--- config.mk ---
export PLATFORM = sky130hd
export DESIGN_NAME = alu_arbiter_flat
export DESIGN_NICKNAME = d
export VERILOG_FILES = /design/src/rtl/alu_arbiter_if.sv /design/src/rtl/alu_arbiter.sv /design/src/flat_wrapper.sv
export SDC_FILE = /design/constraint.sdc
export NUM_CORES = 1
export LEC_CHECK = 0
export BUFFER_PORTS_ARGS = -buffer_cell sky130_fd_sc_hd__buf_2
export CAP_MARGIN = 20
export CORE_MARGIN = 5
export CORE_UTILIZATION = 25
export CTS_CLUSTER_DIAMETER = 60
export DETAILED_ROUTE_END_ITERATION = 7
export GPL_TIMING_DRIVEN = 0
export HOLD_SLACK_MARGIN = 0.03
export PLACE_DENSITY_LB_ADDON = 0.1
export SKIP_CTS_REPAIR_TIMING = 1
export SLEW_MARGIN = 20
export SYNTH_ARGS = -nofsm -noshare
export SYNTH_HDL_FRONTEND = slang
export SYNTH_SLANG_ARGS = --single-unit
--- constraint.sdc ---
create_clock -name clk -period 4.8 [get_ports clk]
set_input_delay 0.72 -clock clk [delete_from_list [all_inputs] [get_ports clk]]
set_output_delay 0.72 -clock clk [all_outputs]
set_load 0.03 [all_outputs]
--- src/rtl/alu_arbiter_if.sv ---
// Bundle of the two requester ports, two response ports and the shared ALU link.
// The arbiter takes the slave view; requesters, consumers and the ALU take the master view.
interface alu_arbiter_if;
    localparam int unsigned DATA_W = 32;
    localparam int unsigned OP_W   = 4;
    localparam int unsigned CNT_W  = 16;

    logic              r0_valid;
    logic              r1_valid;
    logic              r0_ready;
    logic              r1_ready;
    logic [OP_W-1:0]   r0_op;
    logic [OP_W-1:0]   r1_op;
    logic [DATA_W-1:0] r0_a;
    logic [DATA_W-1:0] r0_b;
    logic [DATA_W-1:0] r1_a;
    logic [DATA_W-1:0] r1_b;

    logic              p0_rsp_valid;
    logic              p1_rsp_valid;
    logic              p0_rsp_ready;
    logic              p1_rsp_ready;
    logic [DATA_W-1:0] p0_result;
    logic [DATA_W-1:0] p1_result;
    logic              p0_zero;
    logic              p1_zero;

    logic [OP_W-1:0]   alu_ctrl;
    logic [DATA_W-1:0] alu_datain1;
    logic [DATA_W-1:0] alu_datain2;
    logic [DATA_W-1:0] alu_result;
    logic              alu_zero;

    logic [CNT_W-1:0]  conflict_cnt;

    modport slave (
        input  r0_valid, r1_valid, r0_op, r1_op, r0_a, r0_b, r1_a, r1_b,
        input  p0_rsp_ready, p1_rsp_ready, alu_result, alu_zero,
        output r0_ready, r1_ready,
        output p0_rsp_valid, p1_rsp_valid, p0_result, p1_result, p0_zero, p1_zero,
        output alu_ctrl, alu_datain1, alu_datain2, conflict_cnt
    );

    modport master (
        output r0_valid, r1_valid, r0_op, r1_op, r0_a, r0_b, r1_a, r1_b,
        output p0_rsp_ready, p1_rsp_ready, alu_result, alu_zero,
        input  r0_ready, r1_ready,
        input  p0_rsp_valid, p1_rsp_valid, p0_result, p1_result, p0_zero, p1_zero,
        input  alu_ctrl, alu_datain1, alu_datain2, conflict_cnt
    );
endinterface

--- src/rtl/alu_arbiter.sv ---
// Two-port arbiter in front of one shared combinational ALU, with a one-deep
// response register per port and a saturating contention counter.
module alu_arbiter #(
    parameter int unsigned PRIO_MODE = 0
) (
    input  logic clk,
    input  logic rst,
    alu_arbiter_if.slave bus
);
    localparam int unsigned DATA_W = 32;
    localparam int unsigned OP_W   = 4;
    localparam int unsigned CNT_W  = 16;
    localparam logic [CNT_W-1:0] CNT_MAX = '1;

    logic              elig0;
    logic              elig1;
    logic              contend;
    logic              grant0;
    logic              grant1;
    logic              last_grant;
    logic              rsp_valid0;
    logic              rsp_valid1;
    logic [DATA_W-1:0] result0;
    logic [DATA_W-1:0] result1;
    logic              zero0;
    logic              zero1;
    logic [CNT_W-1:0]  cnt;

    // A port may be granted when its slot is empty or being emptied this cycle.
    assign elig0   = bus.r0_valid && (!rsp_valid0 || bus.p0_rsp_ready);
    assign elig1   = bus.r1_valid && (!rsp_valid1 || bus.p1_rsp_ready);
    assign contend = elig0 && elig1;

    // last_grant = 1 means port 1 won last, so port 0 wins the next contention.
    always_comb begin
        grant0 = 1'b0;
        grant1 = 1'b0;
        if (!rst) begin
            if (contend) begin
                if ((PRIO_MODE != 32'd0) || last_grant) begin
                    grant0 = 1'b1;
                end else begin
                    grant1 = 1'b1;
                end
            end else begin
                grant0 = elig0;
                grant1 = elig1;
            end
        end
    end

    assign bus.r0_ready = grant0;
    assign bus.r1_ready = grant1;

    // Operand steering to the shared ALU; idle cycles present all zeros.
    always_comb begin
        bus.alu_ctrl    = '0;
        bus.alu_datain1 = '0;
        bus.alu_datain2 = '0;
        if (grant0) begin
            bus.alu_ctrl    = bus.r0_op;
            bus.alu_datain1 = bus.r0_a;
            bus.alu_datain2 = bus.r0_b;
        end else if (grant1) begin
            bus.alu_ctrl    = bus.r1_op;
            bus.alu_datain1 = bus.r1_a;
            bus.alu_datain2 = bus.r1_b;
        end
    end

    // Response slots, grant history and contention counter.
    always_ff @(posedge clk or posedge rst) begin
        if (rst) begin
            rsp_valid0 <= 1'b0;
            rsp_valid1 <= 1'b0;
            result0    <= '0;
            result1    <= '0;
            zero0      <= 1'b0;
            zero1      <= 1'b0;
            last_grant <= 1'b1;
            cnt        <= '0;
        end else begin
            if (grant0) begin
                rsp_valid0 <= 1'b1;
                result0    <= bus.alu_result;
                zero0      <= bus.alu_zero;
            end else if (bus.p0_rsp_ready) begin
                rsp_valid0 <= 1'b0;
            end

            if (grant1) begin
                rsp_valid1 <= 1'b1;
                result1    <= bus.alu_result;
                zero1      <= bus.alu_zero;
            end else if (bus.p1_rsp_ready) begin
                rsp_valid1 <= 1'b0;
            end

            if (grant0) begin
                last_grant <= 1'b0;
            end else if (grant1) begin
                last_grant <= 1'b1;
            end

            if (contend && (cnt != CNT_MAX)) begin
                cnt <= cnt + CNT_W'(1);
            end
        end
    end

    assign bus.p0_rsp_valid = rsp_valid0;
    assign bus.p1_rsp_valid = rsp_valid1;
    assign bus.p0_result    = result0;
    assign bus.p1_result    = result1;
    assign bus.p0_zero      = zero0;
    assign bus.p1_zero      = zero1;
    assign bus.conflict_cnt = cnt;
endmodule

--- src/flat_wrapper.sv ---
// flat-port wrapper written by rule: the top's interface ports become plain ports
module alu_arbiter_flat 
#(
    parameter int unsigned PRIO_MODE = 0
)
  (clk, rst, bus_r0_valid, bus_r1_valid, bus_r0_op, bus_r1_op, bus_r0_a, bus_r0_b, bus_r1_a, bus_r1_b, bus_p0_rsp_ready, bus_p1_rsp_ready, bus_alu_result, bus_alu_zero, bus_r0_ready, bus_r1_ready, bus_p0_rsp_valid, bus_p1_rsp_valid, bus_p0_result, bus_p1_result, bus_p0_zero, bus_p1_zero, bus_alu_ctrl, bus_alu_datain1, bus_alu_datain2, bus_conflict_cnt);
  alu_arbiter_if bus_i ();
  input  logic clk;
  input  logic rst;
  input wire logic [$bits(bus_i.r0_valid)-1:0] bus_r0_valid;
  input wire logic [$bits(bus_i.r1_valid)-1:0] bus_r1_valid;
  input wire logic [$bits(bus_i.r0_op)-1:0] bus_r0_op;
  input wire logic [$bits(bus_i.r1_op)-1:0] bus_r1_op;
  input wire logic [$bits(bus_i.r0_a)-1:0] bus_r0_a;
  input wire logic [$bits(bus_i.r0_b)-1:0] bus_r0_b;
  input wire logic [$bits(bus_i.r1_a)-1:0] bus_r1_a;
  input wire logic [$bits(bus_i.r1_b)-1:0] bus_r1_b;
  input wire logic [$bits(bus_i.p0_rsp_ready)-1:0] bus_p0_rsp_ready;
  input wire logic [$bits(bus_i.p1_rsp_ready)-1:0] bus_p1_rsp_ready;
  input wire logic [$bits(bus_i.alu_result)-1:0] bus_alu_result;
  input wire logic [$bits(bus_i.alu_zero)-1:0] bus_alu_zero;
  output wire logic [$bits(bus_i.r0_ready)-1:0] bus_r0_ready;
  output wire logic [$bits(bus_i.r1_ready)-1:0] bus_r1_ready;
  output wire logic [$bits(bus_i.p0_rsp_valid)-1:0] bus_p0_rsp_valid;
  output wire logic [$bits(bus_i.p1_rsp_valid)-1:0] bus_p1_rsp_valid;
  output wire logic [$bits(bus_i.p0_result)-1:0] bus_p0_result;
  output wire logic [$bits(bus_i.p1_result)-1:0] bus_p1_result;
  output wire logic [$bits(bus_i.p0_zero)-1:0] bus_p0_zero;
  output wire logic [$bits(bus_i.p1_zero)-1:0] bus_p1_zero;
  output wire logic [$bits(bus_i.alu_ctrl)-1:0] bus_alu_ctrl;
  output wire logic [$bits(bus_i.alu_datain1)-1:0] bus_alu_datain1;
  output wire logic [$bits(bus_i.alu_datain2)-1:0] bus_alu_datain2;
  output wire logic [$bits(bus_i.conflict_cnt)-1:0] bus_conflict_cnt;
  assign bus_i.r0_valid = bus_r0_valid;
  assign bus_i.r1_valid = bus_r1_valid;
  assign bus_i.r0_op = bus_r0_op;
  assign bus_i.r1_op = bus_r1_op;
  assign bus_i.r0_a = bus_r0_a;
  assign bus_i.r0_b = bus_r0_b;
  assign bus_i.r1_a = bus_r1_a;
  assign bus_i.r1_b = bus_r1_b;
  assign bus_i.p0_rsp_ready = bus_p0_rsp_ready;
  assign bus_i.p1_rsp_ready = bus_p1_rsp_ready;
  assign bus_i.alu_result = bus_alu_result;
  assign bus_i.alu_zero = bus_alu_zero;
  assign bus_r0_ready = bus_i.r0_ready;
  assign bus_r1_ready = bus_i.r1_ready;
  assign bus_p0_rsp_valid = bus_i.p0_rsp_valid;
  assign bus_p1_rsp_valid = bus_i.p1_rsp_valid;
  assign bus_p0_result = bus_i.p0_result;
  assign bus_p1_result = bus_i.p1_result;
  assign bus_p0_zero = bus_i.p0_zero;
  assign bus_p1_zero = bus_i.p1_zero;
  assign bus_alu_ctrl = bus_i.alu_ctrl;
  assign bus_alu_datain1 = bus_i.alu_datain1;
  assign bus_alu_datain2 = bus_i.alu_datain2;
  assign bus_conflict_cnt = bus_i.conflict_cnt;
  alu_arbiter #(.PRIO_MODE(PRIO_MODE)) u_core (.clk(clk), .rst(rst), .bus(bus_i));
endmodule
* Word level (Yosys, flattened, before mapping)
Cells that the tools add are included.
** Storage, ports and cells
- Flip-flop bits (word level) :: 85
- Output and inout bits :: 154
** Cells by class
- $add $sub $neg :: 1
- Equality and inequality tests :: 1
- Multiplexer cells :: 18
- Reductions and logical operators :: 11
** Operators by type and width (count)
- 32-bit two-way mux :: 4
- 16-bit by 1-bit adder with 16-bit output, second input constant :: 1
- 16-bit != test, second input constant :: 1
- 1-bit two-way mux :: 12
- 4-bit two-way mux :: 2
- 2-bit nonzero test :: 3
- 1-bit logical AND :: 4
- 1-bit logical NOT :: 2
- 1-bit logical OR :: 2

* Logic depth before layout (Yosys ltp)
- Depth in word-level cells :: 8
- Gate-level depth with buffers :: 7
- Depth with buffers taken out :: 5

* Least setup slack after synthesis
Ideal clock, no wire load.
- Path type :: input to output
- Start point :: input port rst
- End point :: output port bus_alu_datain1[10]
- Arrival :: 3808 ps
- Required time :: 4080 ps
- Slack :: 272 ps
- Cell stages on the path :: 6
- Cell sequence :: inv_1 and3_1 o21ai_4 inv_2 clkbuf_1 a22o_1
** Between the ends
- Longest elaborated chain between the ends :: 3
** RTL lines
- start, declared :: line flat_wrapper.sv:9 : input logic rst;
- 1-bit two-way mux :: line alu_arbiter.sv:38 : if (!rst) begin
- 32-bit two-way mux :: line alu_arbiter.sv:64 : end else if (grant1) begin
- 32-bit two-way mux (*) :: line alu_arbiter.sv:60 : if (grant0) begin
- end, declared :: line flat_wrapper.sv:31 : output wire logic [$bits(bus_i.alu_datain1)-1:0] bus_alu_datain1;
Every way passes the cells marked *; elsewhere a longest branch is shown, timed or not.

* Final worst setup path
- Start point :: input port rst
- End point :: output port bus_alu_datain1[11]
The elaborated chain is that of the path after synthesis.

==> impl_metrics.tcl <==
set metrics [dict create \
    place_hpwl_mm 15.1 \
    dominantRegCellSynth "sky130_fd_sc_hd__dfrtp_1" \
    ys_seq_area_share_pct 49.7 \
    die-width_um 141 \
    port_buffers 328 \
    n_fill_cell 1733 \
    finish.net_count 826 \
    timing.critical_path.from_type "input port" \
    seq_power_share_pct 33.2 \
    max_slew_margin_pct 69.5 \
    switching_share_pct 38.8 \
    power.combinational.fraction_pct 40.3 \
    final-hold-violation-count 0 \
    ys_async_sr_fraction_pct 100 \
    setup.worst_path.start "rst" \
    clk_pin_slew_ns 0.06 \
    cpMaxStageDelayCell "sky130_fd_sc_hd__clkbuf_1" \
    synth_enable_flop_cells 0 \
    final_period_minus_worst_setup_slack_ns 3.65 \
    drt-initial-drc-count 133 \
    grt_max_degree 59 \
    cts_root_buffer "sky130_fd_sc_hd__clkbuf_16" \
    firstDrtPassIters 4 \
    floorplan.io_pins 329 \
    synthToLayoutAreaGrowth_pct 54.2 \
    fmax_ghz 0.274 \
    setup_ws_ns 1.15 \
    timing.critical_path.arrival_ns 2.93 \
    critical_path.endpoint_type "output port" \
    grt_pass1_vias 4316 \
    final_cell_area_sq_um 6600 \
    r2r-start "u_core.bus.conflict_cnt[0]$_DFFE_PP0P_" \
    insertion_delay_ns 0.34 \
    class_of_the_tightest_hold_or_removal_check "input port to async pin" \
    status "completed" \
    place_congestion 0.954 \
    drcViolationCount 0 \
    post_dp_cell_area_sq_um 6230 \
    ctsHtreeMaxLevel 3 \
    final_max_slew_viol_count 0 \
    cts.sink_count 85 \
    synth_unique_cells 40 \
    final_antenna_net_count 0 \
    timing.critical_path.mode_cell "sky130_fd_sc_hd__buf_2" \
    syn-cell-area_sq_um 4280 \
    setup_viol_count_final 0 \
    fp-row-count 47 \
    wl_per_cell_um 20.3 \
    post_route_cells_drive_above_1_share_pct 67.3 \
    worstMarginPinSlew_ns 0.455 \
    final_setup_skew_ns 0.00783 \
    crit_path_cell_chain "buf_2 -> inv_4 -> buf_16 -> and3_1 -> o21ai_4 -> inv_2 -> clkbuf_1 -> a22o_1 -> buf_2" \
    vias 4057 \
    gr_overflow_total 0 \
    cp_slowest_stage_delay_ns 0.40 \
    timing.rr.end "u_core.bus.conflict_cnt[1]$_DFFE_PP0P_" \
    net-switching-power_uw 1200 \
    tritoncts "yes" \
    p_int_uw 1880 \
    core_region_area_sq_um 16700 \
    grt_antenna_before_repair 6 \
    clock_buffer_count_from_cts 9 \
    drt-vias-per-instance 4.60 \
    design.die.area_sq_um 19800 \
    syn-instance-count 310 \
    max_cap_violations 0 \
    clock_path_buffers 2 \
    critPathRequiredTime_ns 4.08 \
    max-vdd-ir-drop_mv 0.227 \
    dp_worst_setup_slack_ns 1.05 \
    synth_nets 486 \
    p_per_area_nw_per_um2 466 \
    setup.reg_to_reg.worst_slack_ns 2.95 \
    setup-tns-final_ns 0 \
    criticalPathCategory "input port to output port" \
    postRouteWirelength_mm 17.9 \
    maximum_fanout_count_along_the_critical_path 58 \
    rsz0062_at_grt "false" \
    grt_use_total_pct 17.4 \
    p_leak_uw 0.00345 \
    final_period_util_pct 76.0 \
    syn_area_per_cell_sq_um 13.8 \
    setup.worst_path.end "bus_alu_datain1[11]" \
    pwr-share-clk_pct 26.5 \
    grt_first_pass_wirelength_mm 26.1 \
    die_y_um 141 \
    yosysWarnings 0 \
    synth_seq_cells 85 \
    start_util_pct 25.6 \
    reg2regPathDepth 5 \
]
-- power groups by stage --
stage          combinational [uW]  clock (uW)  sequential (uW)
5_1_grt                      1310         879             1050
6_report                     1240         816             1020
4_1_cts                      1260         846             1020
3_3_place_gp                 1240           0             1030
3_5_place_dp                 1260           0             1030
2_1_floorplan                 443           0             1400
-- placed cells by master, fill, tap and decap left out, types with 2 or more instances in the layout --
cell type                   netlist  final
sky130_fd_sc_hd__buf_6            7      7
sky130_fd_sc_hd__a22o_1          68     68
sky130_fd_sc_hd__nand4_1          3      3
sky130_fd_sc_hd__dfrtp_1         84     84
sky130_fd_sc_hd__buf_2            3    331
sky130_fd_sc_hd__inv_1            3      2
sky130_fd_sc_hd__nand2_1          8      8
sky130_fd_sc_hd__bufinv_16        0      3
sky130_fd_sc_hd__clkbuf_8         0      2
sky130_fd_sc_hd__mux2_2          63     63
sky130_fd_sc_hd__clkbuf_16        0      9
sky130_fd_sc_hd__and4_1           2      2
sky130_fd_sc_hd__diode_2          0      6
sky130_fd_sc_hd__nor4_1           6      6
sky130_fd_sc_hd__nor3_1           7      7
sky130_fd_sc_hd__buf_12           8      8
sky130_fd_sc_hd__buf_4            2      2
sky130_fd_sc_hd__mux2_1           5      5
sky130_fd_sc_hd__xor2_1          12     12
sky130_fd_sc_hd__clkbuf_1         2      2
sky130_fd_sc_hd__nand3_1          3      3
sky130_fd_sc_hd__nand2b_4         2      2
-- through the flow --
step	power [uW]	util [%]	std cells	hold WS, ns
after detailed placement	2290	37.3	859	0.479
after global routing	3240	39.5	881	0.430
after floorplan	1840	-	310	0.540
after global placement	2270	37.1	858	0.469
final	3080	39.5	881	0.399
after CTS	3130	39.4	875	0.406
-- cells by family (layout without fill, tap and decap cells) --
logic type	count (synthesis)	in the layout	synth area share, %
flip-flops	85	85	49.7
AO/OA/AOI/OAI	74	74	15.5
multiplexers	69	69	18.2
AND/OR/NAND/NOR	42	42	6.84
buffers and inverters	26	371	6.81
XOR/XNOR	13	13	2.66
adder cells (fa/ha/maj)	1	1	0.292
other	0	6	0
-- flip-flops by register name (all words and copies together), names as in the netlist --
register                 flops
u_core.bus.conflict_cnt     16
u_core.bus.p1_result        32
u_core.last_grant            1
u_core.bus.p0_rsp_valid      1
u_core.bus.p0_result        32
u_core.bus.p0_zero           1
u_core.bus.p1_zero           1
u_core.bus.p1_rsp_valid      1
-- per-layer routing --
metal / vias to the layer above / GRT usage [%] / routed length (um)
met3: 31 / 3.86 / 1330
met1: 1961 / 20.5 / 6930
met2: 198 / 29.7 / 9000
met4: 0 / 8.87 / 628
met5: - / 0 / 0
li1: 1867 / - / -
-- how the worst min path moves through the flow --
stage / from / end / slack [ns] / cells past startpoint
3_3_place_gp: u_core.bus.p1_result[28]$_DFFE_PP0P_ / u_core.bus.p1_result[28]$_DFFE_PP0P_ / 0.47 / 1
2_1_floorplan: u_core.last_grant$_DFFE_PP1P_ / u_core.last_grant$_DFFE_PP1P_ / 0.54 / 1
4_1_cts: rst / u_core.bus.p0_result[1]$_DFFE_PP0P_ / 0.41 / 2
3_5_place_dp: u_core.bus.p1_result[30]$_DFFE_PP0P_ / u_core.bus.p1_result[30]$_DFFE_PP0P_ / 0.48 / 1
6_report: rst / u_core.bus.p0_result[1]$_DFFE_PP0P_ / 0.40 / 2
5_1_grt: rst / u_core.bus.p0_result[1]$_DFFE_PP0P_ / 0.43 / 2
-- final cells by class --
type,count,area (sq um),area share (%)
antenna,6,15.0,0.227
buffer,22,277,4.19
clock buffer,11,253,3.83
clock inverter,5,106,1.61
inverter,4,17.5,0.265
multi-input combinational,199,1860,28.2
sequential,85,2130,32.2
tap,220,275,4.17
timing repair buffer,329,1670,25.3
-- worst max-delay path: cells and delay by family --
| kind | cells | cell delay (ns) |
|---|---|---|
| buffers and inverters | 6 | 1.53 |
| AND/OR/NAND/NOR | 1 | 0.28 |
| AO/OA/AOI/OAI | 2 | 0.37 |
-- synthesized netlist by cell type, drive strengths merged (2+ instances only) --
library cell  number  area share [%]
inv                4            0.35
and4               2            0.41
nand2b             3            0.79
buf               20             6.3
clkbuf             2            0.18
nand3              3            0.35
dfrtp             84              49
a22o              68              14
nand2              9            0.96
nor3               7            0.82
nor2               2            0.23
nor4               7             1.4
xor2              12             2.5
mux2              69              18
nand4              5             1.2
o21ai              2            0.50
No activity file was read; power rests on OpenSTA's default activity.
